===== src/rtl/reg_bus_pkg.sv =====
// Shared types and constants for the register bus initiator.
// State encoding, size codes, byte-enable codes and helpers.
package reg_bus_pkg;

   localparam int ADDR_W = 24;
   localparam int DATA_W = 32;

   typedef enum logic [2:0] {
      ST_IDLE,
      ST_SETUP,
      ST_STROBE,
      ST_HOLD,
      ST_ERR
   } state_t;

   localparam logic [1:0] SZ_WORD = 2'b00;
   localparam logic [1:0] SZ_HALF = 2'b01;
   localparam logic [1:0] SZ_BYTE = 2'b10;

   localparam logic [3:0] BE_WORD = 4'h0;
   localparam logic [3:0] BE_HALF = 4'h3;
   localparam logic [3:0] BE_BYTE = 4'h7;
   localparam logic [3:0] BE_IDLE = 4'hF;

   function automatic logic [3:0] be_of(
      input logic       write,
      input logic [1:0] size
   );
      logic [3:0] be;
      be = BE_IDLE;
      if (write) begin
         case (size)
            SZ_WORD: be = BE_WORD;
            SZ_HALF: be = BE_HALF;
            SZ_BYTE: be = BE_BYTE;
            default: be = BE_IDLE;
         endcase
      end
      return be;
   endfunction

   function automatic logic [DATA_W-1:0] mask_data(
      input logic [DATA_W-1:0] data,
      input logic [1:0]        size
   );
      logic [DATA_W-1:0] m;
      case (size)
         SZ_HALF: m = {16'h0000, data[15:0]};
         SZ_BYTE: m = {24'h000000, data[7:0]};
         default: m = data;
      endcase
      return m;
   endfunction

endpackage


===== src/rtl/reg_bus_txn_counter.sv =====
// 16-bit wrapping transaction counter.
// Async active-low clear, single increment enable.
import reg_bus_pkg::*;

module reg_bus_txn_counter (
   input  logic        clk,
   input  logic        rst,
   input  logic        inc,
   output logic [15:0] count
);

   // Count enabled increments; wraps naturally at 16 bits.
   always_ff @(posedge clk or negedge rst) begin
      if (!rst) begin
         count <= 16'h0000;
      end else if (inc) begin
         count <= count + 16'h0001;
      end
   end

endmodule


===== src/rtl/reg_bus_master.sv =====
// Register bus initiator: single commands in, strobed bus cycles out.
// All bus and response outputs are registered.
import reg_bus_pkg::*;

module reg_bus_master #(
   parameter int unsigned STROBE_CYCLES = 1
) (
   input  logic              clk,
   input  logic              rst,
   input  logic              cmd_valid,
   output logic              cmd_ready,
   input  logic              cmd_write,
   input  logic [1:0]        cmd_size,
   input  logic [ADDR_W-1:0] cmd_addr,
   input  logic [DATA_W-1:0] cmd_wdata,
   output logic              rsp_valid,
   output logic              rsp_err,
   output logic [DATA_W-1:0] rsp_rdata,
   output logic [ADDR_W-1:0] bus_addr,
   output logic [DATA_W-1:0] bus_dout,
   input  logic [DATA_W-1:0] bus_din,
   output logic              bus_as,
   output logic              bus_ws_n,
   output logic              bus_rs_n,
   output logic [3:0]        bus_be,
   output logic [15:0]       rd_count,
   output logic [15:0]       wr_count
);

   localparam logic [3:0] SC_LAST = 4'(STROBE_CYCLES - 1);

   state_t            state, nxt;
   logic              is_wr, wr_d;
   logic [3:0]        cnt, cnt_d;
   logic [ADDR_W-1:0] addr_d;
   logic [DATA_W-1:0] dout_d, rdata_d;
   logic              as_d, ws_d, rs_d;
   logic [3:0]        be_d;
   logic              rv_d, re_d;
   logic              rd_inc, wr_inc;

   assign cmd_ready = (state == ST_IDLE);

   // State register.
   always_ff @(posedge clk or negedge rst) begin
      if (!rst) begin
         state <= ST_IDLE;
      end else begin
         state <= nxt;
      end
   end

   // Next state and next values of every registered output.
   always_comb begin
      nxt     = state;
      wr_d    = is_wr;
      cnt_d   = cnt;
      addr_d  = bus_addr;
      dout_d  = bus_dout;
      as_d    = bus_as;
      ws_d    = bus_ws_n;
      rs_d    = bus_rs_n;
      be_d    = bus_be;
      rv_d    = 1'b0;
      re_d    = 1'b0;
      rdata_d = '0;
      rd_inc  = 1'b0;
      wr_inc  = 1'b0;
      case (state)
         ST_IDLE: begin
            if (cmd_valid) begin
               if (cmd_size == 2'b11) begin
                  nxt = ST_ERR;
               end else begin
                  nxt    = ST_SETUP;
                  wr_d   = cmd_write;
                  addr_d = cmd_addr;
                  as_d   = 1'b1;
                  be_d   = be_of(cmd_write, cmd_size);
                  dout_d = cmd_write ? mask_data(cmd_wdata, cmd_size) : '0;
               end
            end
         end
         ST_SETUP: begin
            nxt   = ST_STROBE;
            ws_d  = ~is_wr;
            rs_d  = is_wr;
            cnt_d = SC_LAST;
         end
         ST_STROBE: begin
            if (cnt == 4'd0) begin
               nxt  = ST_HOLD;
               ws_d = 1'b1;
               rs_d = 1'b1;
            end else begin
               cnt_d = cnt - 4'd1;
            end
         end
         ST_HOLD: begin
            nxt     = ST_IDLE;
            as_d    = 1'b0;
            be_d    = BE_IDLE;
            rv_d    = 1'b1;
            rdata_d = is_wr ? '0 : bus_din;
            rd_inc  = ~is_wr;
            wr_inc  = is_wr;
         end
         ST_ERR: begin
            nxt  = ST_IDLE;
            rv_d = 1'b1;
            re_d = 1'b1;
         end
         default: nxt = ST_IDLE;
      endcase
   end

   // Registered bus, response and sequencing state.
   always_ff @(posedge clk or negedge rst) begin
      if (!rst) begin
         is_wr     <= 1'b0;
         cnt       <= 4'd0;
         bus_addr  <= '0;
         bus_dout  <= '0;
         bus_as    <= 1'b0;
         bus_ws_n  <= 1'b1;
         bus_rs_n  <= 1'b1;
         bus_be    <= BE_IDLE;
         rsp_valid <= 1'b0;
         rsp_err   <= 1'b0;
         rsp_rdata <= '0;
      end else begin
         is_wr     <= wr_d;
         cnt       <= cnt_d;
         bus_addr  <= addr_d;
         bus_dout  <= dout_d;
         bus_as    <= as_d;
         bus_ws_n  <= ws_d;
         bus_rs_n  <= rs_d;
         bus_be    <= be_d;
         rsp_valid <= rv_d;
         rsp_err   <= re_d;
         rsp_rdata <= rdata_d;
      end
   end

   reg_bus_txn_counter u_rd_cnt (
      .clk   (clk),
      .rst   (rst),
      .inc   (rd_inc),
      .count (rd_count)
   );

   reg_bus_txn_counter u_wr_cnt (
      .clk   (clk),
      .rst   (rst),
      .inc   (wr_inc),
      .count (wr_count)
   );

endmodule


===== config.mk =====
export PLATFORM = sky130hd
export DESIGN_NAME = reg_bus_master
export DESIGN_NICKNAME = d
export VERILOG_FILES = /design/src/rtl/reg_bus_pkg.sv /design/src/rtl/reg_bus_txn_counter.sv /design/src/rtl/reg_bus_master.sv
export SDC_FILE = /design/constraint.sdc
export NUM_CORES = 1
export LEC_CHECK = 0
export BUFFER_PORTS_ARGS = -buffer_cell sky130_fd_sc_hd__clkbuf_2
export CAP_MARGIN = 30
export CORE_UTILIZATION = 35
export CTS_BUF_LIST = sky130_fd_sc_hd__clkbuf_16
export CTS_CLUSTER_SIZE = 30
export DETAILED_ROUTE_END_ITERATION = 10
export PLACE_DENSITY_LB_ADDON = 0.08
export SLEW_MARGIN = 25
export SYNTH_ARGS = -nofsm -noshare
export SYNTH_HDL_FRONTEND = slang
export SYNTH_SLANG_ARGS = --single-unit

===== constraint.sdc =====
create_clock -name clk -period 2.89 [get_ports clk]
set_input_delay 0.578 -clock clk [delete_from_list [all_inputs] [get_ports clk]]
set_output_delay 0.578 -clock clk [all_outputs]
set_load 0.02 [all_outputs]

==> flow_summary.json, run 1 <==
{
  "ir_drop_v": 0.000405,
  "synth-main-ff-cell": "dfrtp_1",
  "netlist_instances": 487,
  "ys_types": 44,
  "finalCritPeriodShare": 0.781,
  "synthesis.nets": 589,
  "ios": 224,
  "synth_top_cell_by_area": "dfrtp_1",
  "drtAntennaViolNets": 0,
  "synth_top_family_by_area": "simple AND/OR/NAND/NOR gates",
  "numCtsBuffers": 17,
  "setup_violations": 0,
  "r2r_start": "state[0]$_DFFE_PN0P_",
  "hp-class": "primary input to asynchronous set/reset pin",
  "finalHoldViolCount": 0,
  "die_w_microns": 126,
  "synth-xor-area-share": 0.0487,
  "synth-simple-area-share": 0.217,
  "cp-end-kind": "primary output",
  "grt_start_max_net_pins": 61,
  "cts_tree": "built",
  "p_leak_nw": 4.06,
  "viasPerCell": 4.67,
  "root_buffer": "clkbuf_16",
  "clock_skew_ps": 7.01,
  "outcome": "completed",
  "grt_antenna_before_repair": 0,
  "syn_area_sq_mm": 0.00539,
  "tightest_slew_ps": 607,
  "post-synth-top-area-fraction": 0.608,
  "cts.sinks": 136,
  "r2r-end": "u_wr_cnt.count[15]$_DFFE_PN0P_",
  "n_antenna_cell": 0,
  "core_sq_mm": 0.0148,
  "finalMaxSlewViolations": 0,
  "synth.top_cells.by_area": "dfrtp_1, nand2_1, and2_1, xnor2_1, a22o_1",
  "route.detailed.drc": 0,
  "hpwl_microns": 9780,
  "crit_type": "flip-flop to primary output",
  "rows": 44,
  "die_y_microns": 126,
  "rrSetupSlack_ps": 950,
  "cts_max_level": 4,
  "synth_commonest_cells": "dfrtp_1, nand2_1, and2_1, nand3_1, xnor2_1",
  "synth_edf_count": 0,
  "post-place-ws_ps": 819,
  "path_clk_slew_ps": 50,
  "slew_headroom": 0.595,
  "yosys_register_bits": 136,
  "p_per_area_mw_per_mm2": 973,
  "synth.most_common_cell": "dfrtp_1",
  "routedWlPerCell_microns": 14.7,
  "cp_max_fo": 17,
  "layout_min_cycle_time_ps": 2260,
  "start_util": 0.365,
  "drt-total-wl_microns": 13400,
  "syn_avg_cell_area_sq_um": 11.1,
  "yosysSeqAreaShare": 0.632,
  "ys_warn_count": 0,
  "synthAdderAreaFrac": 0.0186,
  "area_growth_pct": 36.2,
  "cts_max_path_buffers": 2,
  "p_total_mw": 7.15,
  "die_area_sq_mm": 0.0159,
  "firstDrtPassIters": 4,
  "drt_iter0_markers": 164,
  "synth.area.mux_share": 0.00789,
  "numPortBuffers": 223,
  "postCtsSetupRepairBufs": 0,
  "max_freq_mhz": 443,
  "async_flop_share": 1.00,
  "setup-tns-final_ps": 0,
  "grt_pass1_wl_microns": 21700,
  "clk_latency_ps": 420,
  "grt_usage": 0.178,
  "reg2reg_depth": 4,
  "fillCellCount": 1380,
  "rsz0062_at_grt": "no",
  "cap_violations": 0,
  "critPathLaunchType": "flip-flop",
  "overflow": 0,
  "cts_resized": 0,
  "grt_pass1_vias": 4302,
  "synth_compound_area_frac": 0.0480,
  "fin_ws_ps": 634,
  "cts_hold_buf": 0,
  "vias": 4250,
  "gp_congestion": 0.776,
  "worst_ep_arrival_time_ps": 1680,
  "critPathRequiredTime_ps": 2310,
  "fin_nets": 816,
  "drive_above_1_share": 0.378
}
[registers in the layout (all words and copies together) (netlist names)]
register        count
u_wr_cnt.count     16
rsp_err             1
state               3
rsp_valid           1
cnt                 4
bus_addr           24
bus_rs_n            1
bus_as              1
bus_be              3
bus_ws_n            1
is_wr               1
u_rd_cnt.count     16
bus_dout           32
rsp_rdata          32
[how the worst max path moves through the flow]
stage / start / to / depth (start not counted)
3_5_place_dp: cmd_size[0] / bus_be[2]$_DFFE_PN1P_ / 7
5_1_grt: state[0]$_DFFE_PN0P_ / cmd_ready / 3
4_1_cts: state[0]$_DFFE_PN0P_ / cmd_ready / 3
2_1_floorplan: cmd_size[0] / bus_dout[22]$_DFFE_PN0P_ / 6
6_report: state[0]$_DFFE_PN0P_ / cmd_ready / 3
3_3_place_gp: cmd_size[0] / bus_be[2]$_DFFE_PN1P_ / 7
[where the power goes]
group          internal (mW)  switching (mW)
combinational          0.742            1.39
clock                   1.43           0.794
sequential              2.43           0.365
[metal layers]
metal | GRT usage | wire [microns] | up-vias
met5 | 0 | 0 | -
met4 | 0.0737 | 234 | 0
met3 | 0.0684 | 1230 | 20
met2 | 0.272 | 5930 | 191
met1 | 0.226 | 5990 | 1979
li1 | - | - | 2060
[layout make-up]
cell class | count | area (sq um) | share of cell area
clock inverter | 15 | 185 | 0.0252
tap | 184 | 230 | 0.0313
clock buffer | 17 | 425 | 0.0579
timing repair buffer | 231 | 1190 | 0.163
multi-input combinational | 314 | 1850 | 0.252
inverter | 14 | 52.6 | 0.00715
sequential | 136 | 3410 | 0.464
[kinds of logic (layout without fill, tap and decap cells)]
| family | Yosys count | count (layout) |
|---|---|---|
| AO/OA/AOI/OAI | 36 | 36 |
| XOR/XNOR | 30 | 30 |
| adder cells (fa/ha/maj) | 8 | 8 |
| buffers and inverters | 37 | 277 |
| flip-flops | 136 | 136 |
| multiplexers | 4 | 4 |
| AND/OR/NAND/NOR | 236 | 236 |
[worst max-delay path, cell delays in order, from the launching register on]
cell and delay (ps):
dfrtp_1 560, or2_2 390, nor2_1 120, clkbuf_2 190
[metrics by stage]
step / utilization / std cells / area [sq um] / hold WS [ps]
final: 0.498 / 911 / 7350 / 109
after global routing: 0.498 / 911 / 7350 / 145
after CTS: 0.498 / 911 / 7350 / 134
after detailed placement: 0.456 / 879 / 6740 / 456
after global placement: 0.456 / 879 / 6740 / 452
after floorplan: - / 487 / 5390 / 282
[layout by cell type (no fill, tap or decap), types with 3 or more instances in the layout]
| cell | synthesis | final |
|---|---|---|
| clkbuf_2 | 0 | 222 |
| dfrtp_1 | 131 | 131 |
| nand2_1 | 121 | 121 |
| and2_1 | 32 | 32 |
| nand3_1 | 26 | 26 |
| xnor2_1 | 20 | 20 |
| clkbuf_16 | 0 | 17 |
| inv_1 | 14 | 16 |
| a22o_1 | 16 | 16 |
| nor2_1 | 14 | 14 |
| xor2_1 | 10 | 10 |
| o21ai_0 | 9 | 9 |
| nand4_1 | 8 | 8 |
| nor3_1 | 8 | 8 |
| ha_1 | 8 | 8 |
| buf_4 | 1 | 7 |
| dfstp_2 | 5 | 5 |
| and4_1 | 4 | 4 |
| a21oi_1 | 4 | 4 |
| bufinv_16 | 0 | 4 |
| nand2b_1 | 3 | 3 |
| and3_1 | 3 | 3 |
| clkinvlp_4 | 0 | 3 |
No activity file was read; power rests on OpenSTA's default activity.
==> run 2: changes to the inputs <==
clock period = 2.2 ns   (was 2.89 ns; I/O delays follow)
==> run 2 against run 1 <==
  * First-iteration DRC count up 24%
  * Sequential power up 31%
  * Die area unchanged
  * Flip-flop and latch count unchanged
  * Core utilization about the same
==> flow_summary.json, run 2 (synthesis gave the netlist of run 1 again) <==
{
  "setup_violations": 0,
  "routedWlPerCell_microns": 14.6,
  "top_regs": "bus_dout (32), rsp_rdata (32), bus_addr (24)",
  "slew_headroom": 0.683,
  "cts_max_path_buffers": 2,
  "route.detailed.drc": 0,
  "worst_ep_arrival_time_ps": 1630,
  "grt_pass1_wl_microns": 22100,
  "fin_util": 0.498,
  "regArea_sq_mm": 0.00341,
  "cp-end-kind": "primary output",
  "final_common_cell": "clkbuf_2",
  "clockPowerShare": 0.287,
  "layout_common_cells": "clkbuf_2, dfrtp_1, nand2_1",
  "worst_hold_slack_ps": 227,
  "pwr-share-comb": 0.313,
  "grt_antenna_before_repair": 0,
  "max_freq_mhz": 483,
  "rsz0062_at_grt": "no",
  "layout_min_cycle_time_ps": 2070,
  "rrSetupSlack_ps": 330,
  "numCtsBuffers": 17,
  "grt_usage": 0.180,
  "fin_nets": 821,
  "p_seq_frac": 0.400,
  "die_w_microns": 126,
  "grt_start_max_net_pins": 50,
  "drive_above_1_share": 0.378,
  "p_int_mw": 5.84,
  "start_util": 0.365,
  "critPathLaunchType": "flip-flop",
  "grt_pass1_vias": 4357,
  "swShare": 0.361,
  "p_sw_mw": 3.31,
  "crit_type": "flip-flop to primary output",
  "drt-total-wl_microns": 13300,
  "clock_skew_ps": 9.53,
  "tightest_slew_ps": 475,
  "area_growth_pct": 36.2,
  "cts_resized": 0,
  "path_clk_slew_ps": 60,
  "viasPerCell": 4.64,
  "numPortBuffers": 223,
  "outcome": "completed",
  "p_leak_nw": 4.07,
  "finalHoldViolCount": 0,
  "multiInputGateArea_sq_mm": 0.00185,
  "overflow": 0,
  "cts_tree": "built",
  "cts.sinks": 136,
  "cts_max_level": 4,
  "core_sq_mm": 0.0148,
  "place_area_sq_mm": 0.00679,
  "hpwl_microns": 9810,
  "die_area_sq_mm": 0.0159,
  "root_buffer": "clkbuf_16",
  "ios": 224,
  "fin_area_sq_mm": 0.00734,
  "firstDrtPassIters": 4,
  "p_total_mw": 9.15,
  "clk_latency_ps": 410,
  "n_antenna_cell": 0,
  "cp_max_fo": 17,
  "rows": 44,
  "critPathRequiredTime_ps": 1760,
  "setup-tns-final_ps": 0,
  "drt_iter0_markers": 204,
  "vias": 4245,
  "drtAntennaViolNets": 0,
  "p_per_area_mw_per_mm2": 1250,
  "ir_drop_v": 0.000588,
  "die_y_microns": 126,
  "hp-class": "primary input to flip-flop",
  "cap_violations": 0,
  "finalCritPeriodShare": 0.941,
  "gp_congestion": 0.716,
  "fillCellCount": 1391,
  "finalMaxSlewViolations": 0
}
run 2: changes by cell type in the layout (fill, tap and decap cells not counted), sizes merged:
| cell | before | now |
|---|---|---|
| buf | 9 | 13 |
| bufinv | 4 | 2 |
| clkinv | 5 | 8 |
| clkinvlp | 3 | 1 |
| dlygate4sd3 | 0 | 1 |
run 2: power groups by stage:
stage	combinational, mW	sequential, mW	clock (mW)
after detailed placement	2.90	3.70	0
final	2.86	3.66	2.63
after floorplan	0.996	4.40	0
after CTS	2.91	3.67	2.71
after global routing	3.14	3.76	2.82
after global placement	2.87	3.69	0
run 2: area by class of cell:
class,instances,area share
timing repair buffer,236,0.172
multi-input combinational,314,0.252
clock inverter,14,0.0162
clock buffer,17,0.0579
inverter,14,0.00716
sequential,136,0.464
tap,184,0.0313
run 2: final timing paths:
path | from | end | cells after the start
worst max-delay path | state[0]$_DFFE_PN0P_ | cmd_ready | 3
worst min-delay path | cmd_addr[19] | bus_addr[19]$_DFFE_PN0P_ | 3
worst max register to register | state[1]$_DFFE_PN0P_ | u_wr_cnt.count[15]$_DFFE_PN0P_ | 4
worst min register to register | bus_dout[10]$_DFFE_PN0P_ | bus_dout[10]$_DFFE_PN0P_ | 2
max in group asynchronous | rst | bus_addr[5]$_DFFE_PN0P_ | 3
min in group asynchronous | rst | u_wr_cnt.count[4]$_DFFE_PN0P_ | 2
run 2: timing repair:
action | in CTS | in global routing
hold buffers | 1 | 0
endpoints found under the hold margin | 41 | 0
setup buffers | 0 | 0
run 2: metrics by stage:
stage,worst slack [ps],instances
2_1_floorplan,558,487
3_3_place_gp,364,883
3_5_place_dp,314,883
4_1_cts,67.9,915
5_1_grt,12.2,915
6_report,129,915
run 2: critical path: stages (launching register included):
cell and delay [ps]:
dfrtp_1 550, or2_2 390, nor2_1 120, clkbuf_2 180
run 2: routing by layer:
metal,track usage,up-vias,share of wire
met5,0,-,0
met4,0.0787,0,0.014
met3,0.0561,12,0.076
met2,0.275,183,0.44
met1,0.234,1982,0.47
li1,-,2068,-
==> run 3: changes to the inputs <==
HOLD_SLACK_MARGIN = 0.06   (was unset)
SLEW_MARGIN = 30   (was 25)
clock period = 2.04 ns   (was 2.2 ns; I/O delays follow)
==> run 3 against run 2 <==
  * Combinational power rose by 12%
  * Highest routed layer unchanged
  * Largest power group unchanged
  * Clock power up 17%
  * Clock skew is 3.2 ps higher
  * Design area is 1.0% higher
  * Clock-buffer cell count unchanged
  * Non-clock buffer count is 4 higher
  * Power rose by 11%
  * Register-to-register slack worse by 90 ps
==> flow_summary.json, run 3 (synthesis gave the netlist of run 1 again) <==
{
  "outcome": "completed",
  "fin_nets": 825,
  "p_total_mw": 10.2,
  "critPathLaunchType": "flip-flop",
  "finalMaxSlewViolations": 0,
  "final_common_cell": "clkbuf_2",
  "grt_antenna_before_repair": 0,
  "rsz0062_at_grt": "no",
  "critPathRequiredTime_ps": 1630,
  "firstDrtPassIters": 4,
  "numCtsBuffers": 17,
  "drt_iter0_markers": 193,
  "clockPowerShare": 0.302,
  "top_regs": "bus_dout (32), rsp_rdata (32), bus_addr (24)",
  "grt_pass1_vias": 4404,
  "fin_ws_ps": 77.8,
  "fin_area_sq_mm": 0.00742,
  "pwr-share-comb": 0.314,
  "drtAntennaViolNets": 0,
  "core_sq_mm": 0.0148,
  "finalHoldViolCount": 0,
  "cts_tree": "built",
  "swShare": 0.361,
  "drive_above_1_share": 0.387,
  "layout_common_cells": "clkbuf_2, dfrtp_1, nand2_1",
  "p_seq_frac": 0.384,
  "finalCritPeriodShare": 0.962,
  "die_y_microns": 126,
  "p_per_area_mw_per_mm2": 1370,
  "p_sw_mw": 3.67,
  "p_int_mw": 6.49,
  "tightest_slew_ps": 448,
  "die_w_microns": 126,
  "max_stage_delay_ps": 400,
  "drt-total-wl_microns": 13600,
  "place_area_sq_mm": 0.00681,
  "crit_type": "flip-flop to primary output",
  "vias": 4296,
  "slowest_stage": "dfrtp_2",
  "n_antenna_cell": 0,
  "cpMostUsedCell": "buf_4",
  "grt_start_max_net_pins": 48,
  "fin_cells": 920,
  "setup-tns-final_ps": 0,
  "cp_max_fo": 9,
  "setup_violations": 0,
  "worst_hold_slack_ps": 178,
  "hp-class": "primary input to flip-flop",
  "rows": 44,
  "path_cells": "buf_4 > or2_2 > nor2_1 > buf_4",
  "cts_max_level": 4,
  "cp-end-kind": "primary output",
  "layout_min_cycle_time_ps": 1960,
  "fin_util": 0.503,
  "cts_max_path_buffers": 2,
  "overflow": 0,
  "routedWlPerCell_microns": 14.8,
  "slew_headroom": 0.701,
  "gp_congestion": 0.801,
  "cap_violations": 0,
  "path_clk_slew_ps": 60,
  "area_growth_pct": 37.6,
  "grt_usage": 0.181,
  "numPortBuffers": 223,
  "post-place-ws_ps": 229,
  "worst_ep_arrival_time_ps": 1550,
  "start_util": 0.365,
  "hpwl_microns": 9850,
  "ios": 224,
  "root_buffer": "clkbuf_16",
  "cts.sinks": 136,
  "ir_drop_v": 0.000556,
  "p_leak_nw": 4.09,
  "path_buf_inv": 2,
  "critical-path-top-delay-family": "simple AND/OR/NAND/NOR gates",
  "max_freq_mhz": 510,
  "grt_pass1_wl_microns": 22100,
  "clock_skew_ps": 12.7,
  "placed_cells": 885,
  "clk_latency_ps": 430,
  "viasPerCell": 4.67,
  "die_area_sq_mm": 0.0159,
  "route.detailed.drc": 0
}
-- run 3: changes by cell type in the layout (fill, tap and decap cells not counted), sizes merged --
cell      previous run  this run
bufinv               2         3
clkbuf             239       238
clkinvlp             1         3
buf                 13        18
clkinv               8         7
inv                 17        16
-- run 3: power groups by stage --
stage          Clock, mW  Sequential [mW]  Combinational [mW]
2_1_floorplan          0             4.74                1.07
3_3_place_gp           0             3.94                3.16
3_5_place_dp           0             3.96                3.19
4_1_cts             3.15             3.91                3.23
5_1_grt             3.27             4.00                3.49
6_report            3.07             3.90                3.19
-- run 3: worst reg2reg max path, stage by stage (launching register included) --
cell	delay, ps
dfrtp_2	400
buf_4	150
nand4b_2	260
nor4_4	370
or3b_1	400
xnor2_1	130
-- run 3: path summary, 6_finish.rpt --
check / from / to / slack (ps) / cells after the start
worst max-delay path: state[2]$_DFFE_PN0P_ / cmd_ready / 80 / 4
worst min-delay path: cmd_addr[11] / bus_addr[11]$_DFFE_PN0P_ / 180 / 3
worst max register to register: state[2]$_DFFE_PN0P_ / u_wr_cnt.count[15]$_DFFE_PN0P_ / 240 / 5
worst min register to register: bus_dout[8]$_DFFE_PN0P_ / bus_dout[8]$_DFFE_PN0P_ / 470 / 2
max in group asynchronous: rst / bus_addr[18]$_DFFE_PN0P_ / 940 / 3
min in group asynchronous: rst / u_wr_cnt.count[15]$_DFFE_PN0P_ / 460 / 2
-- run 3: layer usage --
metal  global-route usage  vias up  wire length (microns)
met2                0.283      194                   6140
met4               0.0631        0                    187
met5                    0        -                      0
met1                0.224     2013                   6030
li1                     -     2074                      -
met3               0.0777       15                   1250
-- run 3: cell type report --
type / instances / area, sq um
Tap cell: 184 / 230
Inverter: 14 / 52.6
Timing Repair Buffer: 240 / 1290
Fill cell: 1394 / 7330
Multi-Input combinational cell: 314 / 1850
Clock inverter: 15 / 160
Sequential cell: 136 / 3410
Clock buffer: 17 / 425
-- run 3: repair_timing --
action | in CTS | in global routing
setup buffers | 2 | 0
endpoints found under the hold margin | 31 | 0
gates cloned | 0 | 0
hold buffers | 1 | 0
setup endpoints to repair | 1 | 1
resized for setup | 3 | 1
